[src/rtl/pipe_hazard_ctrl.sv]
// Stall/flush sequencer for a 5-stage pipeline: load-use bubbles, MEM-stage redirects,
// data-memory wait freezing with timeout, and saturating stall/redirect counters.
module pipe_hazard_ctrl #(
  parameter int MEM_TIMEOUT = 64,
  parameter int CNT_W       = 16
) (
  input  logic             clk,
  input  logic             rst,
  input  logic [4:0]       id_rs,
  input  logic [4:0]       id_rt,
  input  logic             ex_memread,
  input  logic [4:0]       ex_wn,
  input  logic             mem_memread,
  input  logic             mem_memwrite,
  input  logic             mem_branch,
  input  logic             mem_jump,
  input  logic             dmem_ready,
  output logic             dmem_req,
  output logic             pc_we,
  output logic [1:0]       pc_sel,
  output logic             ifid_we,
  output logic             idex_we,
  output logic             exmem_we,
  output logic             memwb_we,
  output logic             ifid_flush,
  output logic             idex_flush,
  output logic             exmem_flush,
  output logic             memwb_flush,
  output logic             bus_err,
  output logic [CNT_W-1:0] stall_cnt,
  output logic [CNT_W-1:0] flush_cnt
);

  typedef enum logic [1:0] {RUN, MEM_WAIT, ERR} state_t;

  localparam logic [CNT_W-1:0] TIMEOUT_V = CNT_W'(MEM_TIMEOUT);

  state_t           state, state_n;
  logic [CNT_W-1:0] wait_cnt, wait_n;
  logic             stall_inc, flush_inc, err_set;
  logic             load_use, mem_busy, mem_access;

  function automatic logic [CNT_W-1:0] sat_inc(input logic [CNT_W-1:0] v);
    return (&v) ? v : v + 1'b1;
  endfunction

  assign mem_access = mem_memread | mem_memwrite;
  assign load_use   = ex_memread && (ex_wn != 5'd0) && ((ex_wn == id_rs) || (ex_wn == id_rt));
  assign mem_busy   = mem_access && !dmem_ready;

  always_comb begin
    state_n     = state;
    wait_n      = wait_cnt;
    stall_inc   = 1'b0;
    flush_inc   = 1'b0;
    err_set     = 1'b0;
    dmem_req    = mem_access && (state != ERR);
    pc_we       = 1'b1;
    pc_sel      = 2'd0;
    ifid_we     = 1'b1;
    idex_we     = 1'b1;
    exmem_we    = 1'b1;
    memwb_we    = 1'b1;
    ifid_flush  = 1'b0;
    idex_flush  = 1'b0;
    exmem_flush = 1'b0;
    memwb_flush = 1'b0;

    // Freeze everything upstream of MEM/WB while memory is busy; MEM/WB takes a bubble.
    if ((state == RUN && mem_busy) || (state == MEM_WAIT && !dmem_ready)) begin
      pc_we       = 1'b0;
      ifid_we     = 1'b0;
      idex_we     = 1'b0;
      exmem_we    = 1'b0;
      memwb_flush = 1'b1;
      stall_inc   = 1'b1;
      if (state == RUN) begin
        state_n = MEM_WAIT;
        wait_n  = CNT_W'(1);
      end else if (wait_cnt == TIMEOUT_V) begin
        state_n = ERR;
        err_set = 1'b1;
      end else begin
        wait_n = wait_cnt + 1'b1;
      end
    end else if (state == ERR) begin
      pc_we    = 1'b0;
      ifid_we  = 1'b0;
      idex_we  = 1'b0;
      exmem_we = 1'b0;
      memwb_we = 1'b0;
    end else begin
      // Memory free: redirect beats load-use because the ID instruction gets squashed anyway.
      state_n = RUN;
      wait_n  = '0;
      if (mem_branch || mem_jump) begin
        pc_sel      = mem_jump ? 2'd2 : 2'd1;
        ifid_flush  = 1'b1;
        idex_flush  = 1'b1;
        exmem_flush = 1'b1;
        flush_inc   = 1'b1;
      end else if (load_use) begin
        pc_we      = 1'b0;
        ifid_we    = 1'b0;
        idex_flush = 1'b1;
        stall_inc  = 1'b1;
      end
    end

    if (!rst) begin
      dmem_req    = 1'b0;
      pc_we       = 1'b0;
      pc_sel      = 2'd0;
      ifid_we     = 1'b0;
      idex_we     = 1'b0;
      exmem_we    = 1'b0;
      memwb_we    = 1'b0;
      ifid_flush  = 1'b0;
      idex_flush  = 1'b0;
      exmem_flush = 1'b0;
      memwb_flush = 1'b0;
    end
  end

  always_ff @(posedge clk) begin
    if (!rst) begin
      state     <= RUN;
      wait_cnt  <= '0;
      bus_err   <= 1'b0;
      stall_cnt <= '0;
      flush_cnt <= '0;
    end else begin
      state    <= state_n;
      wait_cnt <= wait_n;
      bus_err  <= bus_err | err_set;
      if (stall_inc) stall_cnt <= sat_inc(stall_cnt);
      if (flush_inc) flush_cnt <= sat_inc(flush_cnt);
    end
  end

endmodule
[config.mk]
export PLATFORM = sky130hd
export DESIGN_NAME = pipe_hazard_ctrl
export DESIGN_NICKNAME = d
export VERILOG_FILES = /design/src/rtl/pipe_hazard_ctrl.sv
export SDC_FILE = /design/constraint.sdc
export NUM_CORES = 1
export LEC_CHECK = 0
export ABC_AREA = 1
export ABC_CLOCK_PERIOD_IN_PS = 1700
export BUFFER_PORTS_ARGS = -buffer_cell sky130_fd_sc_hd__buf_2
export CORE_UTILIZATION = 45
export CTS_CLUSTER_DIAMETER = 60
export CTS_CLUSTER_SIZE = 12
export DETAILED_ROUTE_END_ITERATION = 8
export PLACE_DENSITY = 0.74
export REMOVE_ABC_BUFFERS = 1
export SLEW_MARGIN = 10
export SYNTH_ARGS = -nofsm -noshare
export SYNTH_HDL_FRONTEND = slang
export SYNTH_SLANG_ARGS = --single-unit
[constraint.sdc]
create_clock -name clk -period 1.7 [get_ports clk]
set_input_delay 0.17 -clock clk [delete_from_list [all_inputs] [get_ports clk]]
set_output_delay 0.17 -clock clk [all_outputs]
set_load 0.1 [all_outputs]
==> impl_metrics.env <==
export IMPL_fin_tns_setup_ns=0
export IMPL_place_ws_ns=-0.01229
export IMPL_async_reset_ff_share_pct=0
export IMPL_cts_buffers=5
export IMPL_synth_common_cells="nand2_1, inv_1, nor2_1"
export IMPL_htree_levels=2
export IMPL_num_vias=3438
export IMPL_antenna_found_initial=0
export IMPL_drc_errors=0
export IMPL_timing_rr_end="flush_cnt[13]$_SDFFE_PN0P_"
export IMPL_cp_data_arrival_time_ns=1.51
export IMPL_cts_path_max_buffers=2
export IMPL_r2r_setup_slack_ns=0.04
export IMPL_avgSynthCellArea_sq_um=6.376
export IMPL_rsz0062_at_grt="yes"
export IMPL_first_iter_violations=130
export IMPL_clkTransAtPathRegs_ns=0.12
export IMPL_final_setup_viol_count=0
export IMPL_min_to="stall_cnt[4]$_SDFFE_PN0P_"
export IMPL_yosysTopAreaCellShare_pct=32.09
export IMPL_top_layer_used="met4"
export IMPL_max_stage_delay_ns=0.37
export IMPL_p_per_area_mw_per_mm2=621.1
export IMPL_crit_chain="nor2_4 -> nand2_2 -> nand2_2 -> inv_2 -> nand2_4 -> inv_2 -> o31ai_1 -> inv_1 -> buf_12"
export IMPL_placed_area_sq_mm=0.003904
export IMPL_setup_ws_ns=0.01574
export IMPL_cp_end_kind="output port"
export IMPL_syn_inst=499
export IMPL_gp_congestion=0.8673
export IMPL_fmax_mhz=593.7
export IMPL_layout_min_cycle_time_ns=1.684
export IMPL_wl_met1_mm=3.540
export IMPL_rows=30
export IMPL_die_h_um=86.09
export IMPL_hold_depth=4
export IMPL_synth_ff_type="dfxtp_1"
export IMPL_grt_overflow=0
export IMPL_die_width_um=86.09
export IMPL_power_total_w=0.002611
export IMPL_cp_slowest_cell="dfxtp_4"
export IMPL_fin_nets=616
export IMPL_yosysTopAreaCell="dfxtp_1"
export IMPL_worst_setup_path_start_kind="flop"
export IMPL_detailroute_wirelength_met3_um=398
export IMPL_clock_skew_ns=0.01798
export IMPL_maxSlewHeadroom_pct=67.50
export IMPL_grt_pass1_wl_mm=13.19
export IMPL_cap_violations=0
export IMPL_drive_gt1_share_pct=28.47
export IMPL_drt_pass1_iterations=5
export IMPL_initial_core_util_pct=46.83
export IMPL_coreArea_sq_mm=0.006794
export IMPL_final_cells=686
export IMPL_status="finished clean"
export IMPL_die_area_sq_mm=0.007411
export IMPL_cts_sinks=51
export IMPL_postLayoutCellArea_sq_mm=0.004204
export IMPL_dpl_cell_count=669
export IMPL_crit_path_max_fanout=5
export IMPL_port_buffers=67
export IMPL_reg2reg_depth=10
export IMPL_grt_max_degree=31
export IMPL_synth_warnings=0
export IMPL_synthTopCellsByArea="dfxtp_1, nand2_1, inv_1"
export IMPL_dp_hpwl_mm=5.825
export IMPL_clock_latency_ns=0.32
export IMPL_seq_area_frac_synth_pct=32.09
export IMPL_num_io_pins=68
export IMPL_critPathKind="reg -> out"
export IMPL_worstPathRequired_ns=1.53
export IMPL_met2WireLength_mm=3.964
export IMPL_wl_mm=7.950
export IMPL_synth_seq_cells=51
export IMPL_synth_most_common_cell="nand2_1"
export IMPL_synth_area_sq_mm=0.003182
export IMPL_ir_drop_v=0.0004666
export IMPL_rr_startpoint="state[1]$_SDFFE_PN0P_"
export IMPL_period_share_pct=99.07
export IMPL_slew_viol_final=0
export IMPL_min_delay_start="rst"
export IMPL_hold_viol=0
export IMPL_routed_via_density=5.012
export IMPL_ys_types=38
export IMPL_synth_edf_count=0
export IMPL_clock_root_buffer="clkbuf_8"
export IMPL_hold_class="in -> reg"
export IMPL_power_leakage_nw=1.918
export IMPL_antenna_left=0
export IMPL_wl_per_cell_um=11.59
export IMPL_grt_pass1_vias=3153
export IMPL_cts_hold_buf=0
export IMPL_cts_tree="built"
export IMPL_n_antenna_cell=0
export IMPL_tightestPinTransition_ns=0.4837
export IMPL_area_growth_pct=32.13
export IMPL_grt_total_usage_pct=21.75
-- state kept, by name, indices dropped and copies added, names as in the netlist --
signal	cells
flush_cnt	16
stall_cnt	16
wait_cnt	16
state	2
bus_err	1
-- through the flow --
stage	utilization [%]	hold slack, ns
2_1_floorplan	-	0.2905
4_1_cts	60.17	0.3547
3_5_place_dp	57.46	0.4440
5_1_grt	61.88	0.3720
6_report	61.88	0.3553
3_3_place_gp	57.46	0.4377
-- metal layers --
| metal | GRT usage, % | vias to the layer above |
|---|---|---|
| met4 | 7.273 | 0 |
| met3 | 5.101 | 4 |
| met5 | 0 | - |
| met1 | 25.65 | 1565 |
| li1 | - | 1779 |
| met2 | 38.60 | 90 |
-- timing repair --
action	4_1_cts	5_1_grt
gates resized for setup	12	30
hold endpoints to repair	0	0
cloned	0	0
setup endpoints to repair	11	45
setup buffers	5	4
pin swaps	5	8
-- cell usage in the layout, fill, tap and decap left out, types with 3 or more instances in the layout --
| master | count |
|---|---|
| nor4_1 | 3 |
| dfxtp_4 | 4 |
| buf_12 | 14 |
| nand2_1 | 113 |
| ha_1 | 3 |
| buf_2 | 55 |
| inv_2 | 16 |
| buf_4 | 25 |
| clkbuf_8 | 5 |
| nor3_1 | 9 |
| nand2_2 | 7 |
| nor2_2 | 5 |
| nand4_1 | 22 |
| dfxtp_2 | 7 |
| dfxtp_1 | 40 |
| nor2_4 | 7 |
| nand3_1 | 38 |
| a21oi_1 | 39 |
| inv_1 | 69 |
| nor2_1 | 54 |
| nor3_2 | 3 |
| o21ai_0 | 6 |
| o21ai_1 | 11 |
| nand3_2 | 3 |
-- worst max-delay path by stage --
stage / startpoint / endpoint / cells past startpoint
after global placement: wait_cnt[0]$_SDFFE_PN0P_ / wait_cnt[1]$_SDFFE_PN0P_ / 10
after detailed placement: wait_cnt[0]$_SDFFE_PN0P_ / wait_cnt[1]$_SDFFE_PN0P_ / 10
final: state[1]$_SDFFE_PN0P_ / pc_we / 9
after global routing: state[1]$_SDFFE_PN0P_ / pc_we / 9
after CTS: wait_cnt[0]$_SDFFE_PN0P_ / wait_cnt[1]$_SDFFE_PN0P_ / 10
after floorplan: rst / ifid_we / 6
-- layout make-up --
type / count / area, sq um
Clock inverter: 3 / 26.28
Sequential cell: 51 / 1045
Fill cell: 594 / 2590
Timing Repair Buffer: 96 / 765.7
Clock buffer: 5 / 68.82
Tap cell: 96 / 120.1
Inverter: 87 / 326.6
Multi-Input combinational cell: 348 / 1852
-- kinds of logic after synthesis --
family                   count (synthesis)  share of synthesized area (%)
XOR/XNOR                                 4                          1.101
flip-flops                              51                          32.09
AO/OA/AOI/OAI                           60                          9.674
AND/OR/NAND/NOR                        280                          42.90
adder cells (fa/ha/maj)                  4                          1.573
buffers and inverters                  100                          12.66
-- critical path: cells and delay by family (launching register included) --
| kind | cells | cell delay [ns] |
|---|---|---|
| DFF | 1 | 0.37 |
| and+or+nand+nor | 4 | 0.36 |
| AOI/OAI and AO/OA | 1 | 0.05 |
| buffers and inverters | 4 | 0.42 |
-- report_power, final --
group          internal [W]  switching (W)
clock              0.000304       0.000459
sequential          0.00121      0.0000138
combinational      0.000204       0.000423
Power figures use the tool's default switching activity.
